### src/rtl/ysyx_25010008_axi_pkg.sv
// rtl/ysyx_25010008_axi_pkg.sv - AXI4-Lite response codes and arbiter state encoding
package ysyx_25010008_axi_pkg;

  typedef logic [1:0] arb_state_t;

  localparam logic [1:0] OKAY   = 2'b00;
  localparam logic [1:0] SLVERR = 2'b10;
  localparam logic [1:0] DECERR = 2'b11;

  localparam arb_state_t IDLE  = 2'd0;
  localparam arb_state_t M0_RD = 2'd1;
  localparam arb_state_t M1_RD = 2'd2;
  localparam arb_state_t M1_WR = 2'd3;

endpackage

### src/rtl/ysyx_25010008_bus_watchdog.sv
// rtl/ysyx_25010008_bus_watchdog.sv - saturating open-transaction counter with sticky expiry flag
module ysyx_25010008_bus_watchdog #(
  parameter int TIMEOUT = 1023
) (
  input  logic clock,
  input  logic reset,
  input  logic clear,
  input  logic tick,
  output logic expired
);

  localparam int CW = $clog2(TIMEOUT + 1);
  localparam logic [CW-1:0] LIMIT = CW'(TIMEOUT);

  logic [CW-1:0] count;

  // expired sets on the tick that brings count to LIMIT; only reset clears it
  always_ff @(posedge clock or negedge reset) begin
    if (!reset) begin
      count   <= '0;
      expired <= 1'b0;
    end else begin
      if (clear) begin
        count <= '0;
      end else if (tick && count != LIMIT) begin
        count <= count + 1'b1;
      end
      if (tick && !clear && count >= LIMIT - 1'b1) begin
        expired <= 1'b1;
      end
    end
  end

endmodule

### src/rtl/ysyx_25010008_mem_arbiter.sv
// rtl/ysyx_25010008_mem_arbiter.sv - round-robin AXI4-Lite arbiter: IFU (read) and LSU (read/write) onto one slave
module ysyx_25010008_mem_arbiter
  import ysyx_25010008_axi_pkg::*;
#(
  parameter int ADDR_W  = 32,
  parameter int DATA_W  = 32,
  parameter int TIMEOUT = 1023
) (
  input  logic                clock,
  input  logic                reset,
  input  logic                m0_arvalid,
  input  logic [ADDR_W-1:0]   m0_araddr,
  output logic                m0_arready,
  output logic                m0_rvalid,
  output logic [DATA_W-1:0]   m0_rdata,
  output logic [1:0]          m0_rresp,
  input  logic                m0_rready,
  input  logic                m1_arvalid,
  input  logic [ADDR_W-1:0]   m1_araddr,
  output logic                m1_arready,
  output logic                m1_rvalid,
  output logic [DATA_W-1:0]   m1_rdata,
  output logic [1:0]          m1_rresp,
  input  logic                m1_rready,
  input  logic                m1_awvalid,
  input  logic [ADDR_W-1:0]   m1_awaddr,
  output logic                m1_awready,
  input  logic                m1_wvalid,
  input  logic [DATA_W-1:0]   m1_wdata,
  input  logic [DATA_W/8-1:0] m1_wstrb,
  output logic                m1_wready,
  output logic                m1_bvalid,
  output logic [1:0]          m1_bresp,
  input  logic                m1_bready,
  output logic                s_arvalid,
  output logic [ADDR_W-1:0]   s_araddr,
  input  logic                s_arready,
  input  logic                s_rvalid,
  input  logic [DATA_W-1:0]   s_rdata,
  input  logic [1:0]          s_rresp,
  output logic                s_rready,
  output logic                s_awvalid,
  output logic [ADDR_W-1:0]   s_awaddr,
  input  logic                s_awready,
  output logic                s_wvalid,
  output logic [DATA_W-1:0]   s_wdata,
  output logic [DATA_W/8-1:0] s_wstrb,
  input  logic                s_wready,
  input  logic                s_bvalid,
  input  logic [1:0]          s_bresp,
  output logic                s_bready,
  output logic                err_timeout
);

  arb_state_t state, state_next;
  logic       last_m1, last_m1_next;
  logic       req0, req1, grant0;

  always_ff @(posedge clock or negedge reset) begin
    if (!reset) begin
      state   <= IDLE;
      last_m1 <= 1'b1;
    end else begin
      state   <= state_next;
      last_m1 <= last_m1_next;
    end
  end

  assign req0   = m0_arvalid;
  assign req1   = m1_arvalid | m1_awvalid;
  // on a tie the master that was not granted last time wins
  assign grant0 = req0 && (!req1 || last_m1);

  always_comb begin
    state_next   = state;
    last_m1_next = last_m1;
    case (state)
      IDLE: begin
        if (grant0) begin
          state_next   = M0_RD;
          last_m1_next = 1'b0;
        end else if (req1) begin
          state_next   = m1_awvalid ? M1_WR : M1_RD;
          last_m1_next = 1'b1;
        end
      end
      M0_RD:   if (s_rvalid && m0_rready) state_next = IDLE;
      M1_RD:   if (s_rvalid && m1_rready) state_next = IDLE;
      M1_WR:   if (s_bvalid && m1_bready) state_next = IDLE;
      default: state_next = IDLE;
    endcase
  end

  always_comb begin
    m0_arready = 1'b0;
    m0_rvalid  = 1'b0;
    m0_rdata   = '0;
    m0_rresp   = OKAY;
    m1_arready = 1'b0;
    m1_rvalid  = 1'b0;
    m1_rdata   = '0;
    m1_rresp   = OKAY;
    m1_awready = 1'b0;
    m1_wready  = 1'b0;
    m1_bvalid  = 1'b0;
    m1_bresp   = OKAY;
    s_arvalid  = 1'b0;
    s_araddr   = '0;
    s_rready   = 1'b0;
    s_awvalid  = 1'b0;
    s_awaddr   = '0;
    s_wvalid   = 1'b0;
    s_wdata    = '0;
    s_wstrb    = '0;
    s_bready   = 1'b0;
    case (state)
      M0_RD: begin
        s_arvalid  = m0_arvalid;
        s_araddr   = m0_araddr;
        m0_arready = s_arready;
        m0_rvalid  = s_rvalid;
        m0_rdata   = s_rdata;
        m0_rresp   = s_rresp;
        s_rready   = m0_rready;
      end
      M1_RD: begin
        s_arvalid  = m1_arvalid;
        s_araddr   = m1_araddr;
        m1_arready = s_arready;
        m1_rvalid  = s_rvalid;
        m1_rdata   = s_rdata;
        m1_rresp   = s_rresp;
        s_rready   = m1_rready;
      end
      M1_WR: begin
        s_awvalid  = m1_awvalid;
        s_awaddr   = m1_awaddr;
        m1_awready = s_awready;
        s_wvalid   = m1_wvalid;
        s_wdata    = m1_wdata;
        s_wstrb    = m1_wstrb;
        m1_wready  = s_wready;
        m1_bvalid  = s_bvalid;
        m1_bresp   = s_bresp;
        s_bready   = m1_bready;
      end
      default: ;
    endcase
  end

  ysyx_25010008_bus_watchdog #(
    .TIMEOUT(TIMEOUT)
  ) u_watchdog (
    .clock  (clock),
    .reset  (reset),
    .clear  (state == IDLE),
    .tick   (state != IDLE),
    .expired(err_timeout)
  );

endmodule

### config.mk
export PLATFORM = sky130hd
export DESIGN_NAME = ysyx_25010008_mem_arbiter
export DESIGN_NICKNAME = d
export VERILOG_FILES = /design/src/rtl/ysyx_25010008_axi_pkg.sv /design/src/rtl/ysyx_25010008_bus_watchdog.sv /design/src/rtl/ysyx_25010008_mem_arbiter.sv
export SDC_FILE = /design/constraint.sdc
export NUM_CORES = 1
export LEC_CHECK = 0
export BUFFER_PORTS_ARGS = -buffer_cell sky130_fd_sc_hd__buf_2
export CORE_AREA = 2 2 140 142
export CTS_BUF_LIST = sky130_fd_sc_hd__clkbuf_8
export DETAILED_ROUTE_END_ITERATION = 6
export DIE_AREA = 0 0 142 144
export PLACE_DENSITY = 0.54
export SLEW_MARGIN = 10
export SYNTH_ARGS = -nofsm -noshare
export SYNTH_HDL_FRONTEND = slang
export SYNTH_SLANG_ARGS = --single-unit
### constraint.sdc
create_clock -name clock -period 3.8 [get_ports clock]
set_clock_uncertainty 0.15 [all_clocks]
set_input_delay 0.76 -clock clock [delete_from_list [all_inputs] [get_ports clock]]
set_output_delay 0.76 -clock clock [all_outputs]
set_load 0.02 [all_outputs]
# Word level (Yosys, flattened, before mapping)
# Cells that the tools add are included.
# word_totals
reg_bits	14
word_cells	63
# classes
n_bitwise	1
magnitude_cmp	1
n_reduce_logical	16
n_eq_ne	8
add_sub_neg	1
muxes	32
# op_table
operator	count
two-way mux 32 bit	4
one-hot mux 32 bit (2 select lines)	1
two-way mux 10 bit	2
two-way mux 2 bit	8
two-way mux 1 bit	13
adder 10 x 1 -> 10 bit (second input constant)	1
>= comparator 10 bit (second input constant)	1
inequality test 10 bit (second input constant)	1
one-hot mux 2 bit (4 select lines)	1
logical AND 1 bit	7
inequality test 2 bit (second input constant)	3
nonzero test 2 bit	3
== test 2 bit (second input constant)	2
two-way mux 4 bit	1
one-hot mux 1 bit (2 select lines)	2
AND reduction 4 bit	1
inequality test 3 bit (second input constant)	1
== test 2 x 1 -> 1 bit (second input constant)	1
zero test 1 bit	2
zero test 2 bit	1
AND reduction 2 bit	1
logical OR 1 bit	1
bitwise OR 1 bit	1

# Longest topological paths before layout
# depth
word_depth	6
mapped_depth	6
mapped_depth_nobuf	5

# Hierarchy
# From an unflattened synthesis, not the netlist that was laid out.
# hier_totals
hier_cells	346
area_unflattened_um2	2488.6
# modules_own_cells
module	n_inst	area_per_inst_um2	seq_area_each_um2	cells_each
ysyx_25010008_mem_arbiter	1	1766.7	76.3	270
ysyx_25010008_bus_watchdog	1	721.9	275.3	76

# Worst setup path before layout
# OpenSTA, ideal clock, no wires.
# synth_timing
kind	reg2out
start	register state[1]
end	output port s_araddr[6]
arrival_time_ps	1558
required_ps	2890
path_slack_ps	1332
stages_incl_launch_ff	7
path_cell_list	dfrtp_1 -> inv_1 -> ha_1 -> clkbuf_1 -> clkbuf_1 -> a22oi_1 -> nor2b_1
# synth_between
elab_chain_len	2
elab_cells_between_ends	3
cone_classes	2 x eq/ne; 1 x mux
# synth_rtl
element	line	rtl
from (decl)	ysyx_25010008_mem_arbiter.sv:55	arb_state_t state, state_next;
from (signal assigned)	ysyx_25010008_mem_arbiter.sv:64	state <= state_next;
== test 2 bit or == test 2 x 1 -> 1 bit (tied branches)	ysyx_25010008_mem_arbiter.sv:116	case (state)
one-hot mux 32 bit (2 select lines) (*)	ysyx_25010008_mem_arbiter.sv:116	
to (decl)	ysyx_25010008_mem_arbiter.sv:36	output logic [ADDR_W-1:0] s_araddr,
# Every way passes the cells marked *; elsewhere a longest branch is shown, timed or not.

# Worst setup path after layout
# layout_timing
start	register state[1]
end	output port s_araddr[26]
# Same word-level chain as after synthesis.

==> impl_metrics.yaml <==
synthesis:
  synth_area_leaders: "and2_1, dfrtp_1, a22oi_1, nor2b_1, clkbuf_1"
  syn_nets: 528
  synth-edff-count: 0
  yosysMostFrequentCell: "and2_1"
  synth_area_leader_cell: "and2_1"
  synth_cells: 339
  synth_top_flop_cell: "dfrtp_1"
  synth_area_per_cell_um2: 7.07
  synth_top_area_share_pct: 38.9
  synthTopCellsByCount: "and2_1, nor2b_1, a22oi_1"
  syn-cell-area_um2: 2400
  synth-seq-cells: 14
  synthArstFlopShare_pct: 100
  yosys_warnings: 0
  synth_cell_types: 38
  yosysSeqAreaShare_pct: 14.7
global_routing:
  globalRouteOverflowTotal: 0
  grt_pass1_vias: 3315
  grt_pass1_wl_um: 19500
  grt_use_total_pct: 12.5
  grtUsageMet3_pct: 3.74
  grt_max_degree: 69
  grt_antenna_before_repair: 1
  top_usage_layer: "met2"
  met1_usage_pct: 15.6
  use_met2_pct: 21.9
worst_setup_path:
  slowest_delay_ns: 0.54
  crit_buf_inv: 3
  arrival_ns: 2.07
  critPathKind: "register to output port"
  cp_data_required_time_ns: 2.89
  crit_path_max_fanout: 68
  endpoint_kind: "output port"
  worstPathCellList: "inv_1, ha_2, buf_4, a22oi_1, nor2b_1, buf_2"
  critPathLaunchType: "register"
  crit_family: "buffers and inverters"
  crit_slowest_cell: "buf_4"
flow_run:
  drv_cap: 0
placed_design:
  post-dp-hpwl_um: 12400
  place.gp.congestion: 0.855
  port_buffers: 364
  dpl_cell_area_um2: 4440
routing:
  viasPerCell: 4.06
  drc_errors: 0
  wirelength_um: 14600
  drtIter0Drc: 162
  num_vias: 3729
  first_pass_iters: 4
  ant_nets: 0
  routedWlPerCell_um: 15.9
clock_tree:
  postCtsSetupRepairBufs: 0
  clk_pin_slew_ns: 0.06
  cts_resized: 0
  clockBufferDepth: 2
  htreeDepth: 1
  cts_root_buf: "clkbuf_8"
  cts_tree: "done"
  holdBufCountCts: 0
  cts_sinks: 14
  clk_latency_ns: 0.24
  numCtsBuffers: 3
sta:
  max_slew_margin_pct: 52.0
  fin_crit_sh_pct: 78.5
  final.setup.tns_ns: 0
  slew_violations: 0
  period_needed_ns: 2.98
  rsz0062_at_grt: "no"
  tightest_slew_ns: 0.720
  setup_violations: 0
  hold_viol: 0
  clock.fmax_mhz: 335
power:
  power_density_nw_per_um2: 552
  ir_drop_mv: 0.159
  p_leak_nw: 2.66
die:
  io_pins: 365
  rows: 51
  core_um2: 19100
  die_h_um: 144
  dieArea_um2: 20400
  die_w_um: 142
  initial_utilization_pct: 12.6
final_layout:
  nets: 869
  synthToLayoutAreaGrowth_pct: 87.2
  layout-drive-gt1-share_pct: 56.0
  fin_area_um2: 4490
run_status:
  status: "completed"
worst_hold_path:
  min_path_type: "primary input to async pin"
power breakdown:
part	internal [W]	switching (W)
Sequential	0.000183	0.0000370
Combinational	0.000805	0.00133
Clock	0.0000714	0.0000524
Total	0.00106	0.00142
area by class of cell:
type / count / area, um^2
Fill cell: 2173 / 14600
Multi-Input combinational cell: 286 / 1900
Timing Repair Buffer: 369 / 1870
Sequential cell: 14 / 352
Tap cell: 238 / 298
Clock buffer: 3 / 41.3
Inverter: 6 / 22.5
Clock inverter: 1 / 3.75
Antenna cell: 1 / 2.50
worst reg2reg max path: stages, from the launching register on:
cell,delay [ns]
dfrtp_1,0.41
inv_1,0.12
ha_2,0.22
buf_4,0.54
a21boi_0,0.37
or4_4,0.20
mux2_4,0.29
worst paths after layout:
path                                                     start                         endpoint  slack [ns]  cells after the start
worst max register to register            state[1]$_DFFE_PN0P_             state[1]$_DFFE_PN0P_        1.40                      6
worst max-delay path                      state[1]$_DFFE_PN0P_                     s_araddr[26]        0.82                      6
worst min-delay path                                     reset  u_watchdog.count[1]$_DFFE_PN0P_        0.26                      1
worst min register to register  u_watchdog.expired$_DFFE_PN0P_   u_watchdog.expired$_DFFE_PN0P_        0.31                      2
max in group asynchronous                                reset              last_m1$_DFFE_PN1P_        2.94                      1
min in group clock              u_watchdog.expired$_DFFE_PN0P_   u_watchdog.expired$_DFFE_PN0P_        0.31                      2
cell families after synthesis:
kind of cell,synth area share [%]
multiplexers,0.626
AND/OR/NAND/NOR,56.1
AO/OA/AOI/OAI,18.5
buffers and inverters,6.52
flip-flops,14.7
adder cells (fa/ha/maj),3.65
cell usage in the layout (no fill, tap or decap), types with 5 or more instances in the layout:
master   Yosys  routed
buf_2        2     364
a31oi_1      6       6
dfrtp_1     13      13
nand4_1      5       5
inv_1        6       7
a21oi_1      5       5
nor3_1       5       5
and2_1     149     149
nor2b_1     36      36
a22oi_1     34      34
state kept, by name, indices dropped and copies added (netlist names):
| signal | flops |
|---|---|
| state | 2 |
| u_watchdog.expired | 1 |
| u_watchdog.count | 10 |
| last_m1 | 1 |
metrics by stage:
step | setup WS (ns) | cells | power (W) | hold slack (ns) | util, %
floorplan | 1.33 | 339 | 0.00162 | 0.310 | -
global placement | 1.10 | 913 | 0.00238 | 0.296 | 23.3
detailed placement | 1.10 | 913 | 0.00238 | 0.302 | 23.3
CTS | 0.819 | 917 | 0.00251 | 0.264 | 23.5
global route | 0.650 | 917 | 0.00269 | 0.284 | 23.5
finish | 0.816 | 918 | 0.00248 | 0.258 | 23.5
routing by layer:
| layer | vias up | share of wire [%] |
|---|---|---|
| met5 | - | 0 |
| met4 | 0 | 0.78 |
| met3 | 6 | 11 |
| met1 | 1665 | 41 |
| met2 | 238 | 48 |
| li1 | 1820 | - |
(Power assumes the default switching activity.)
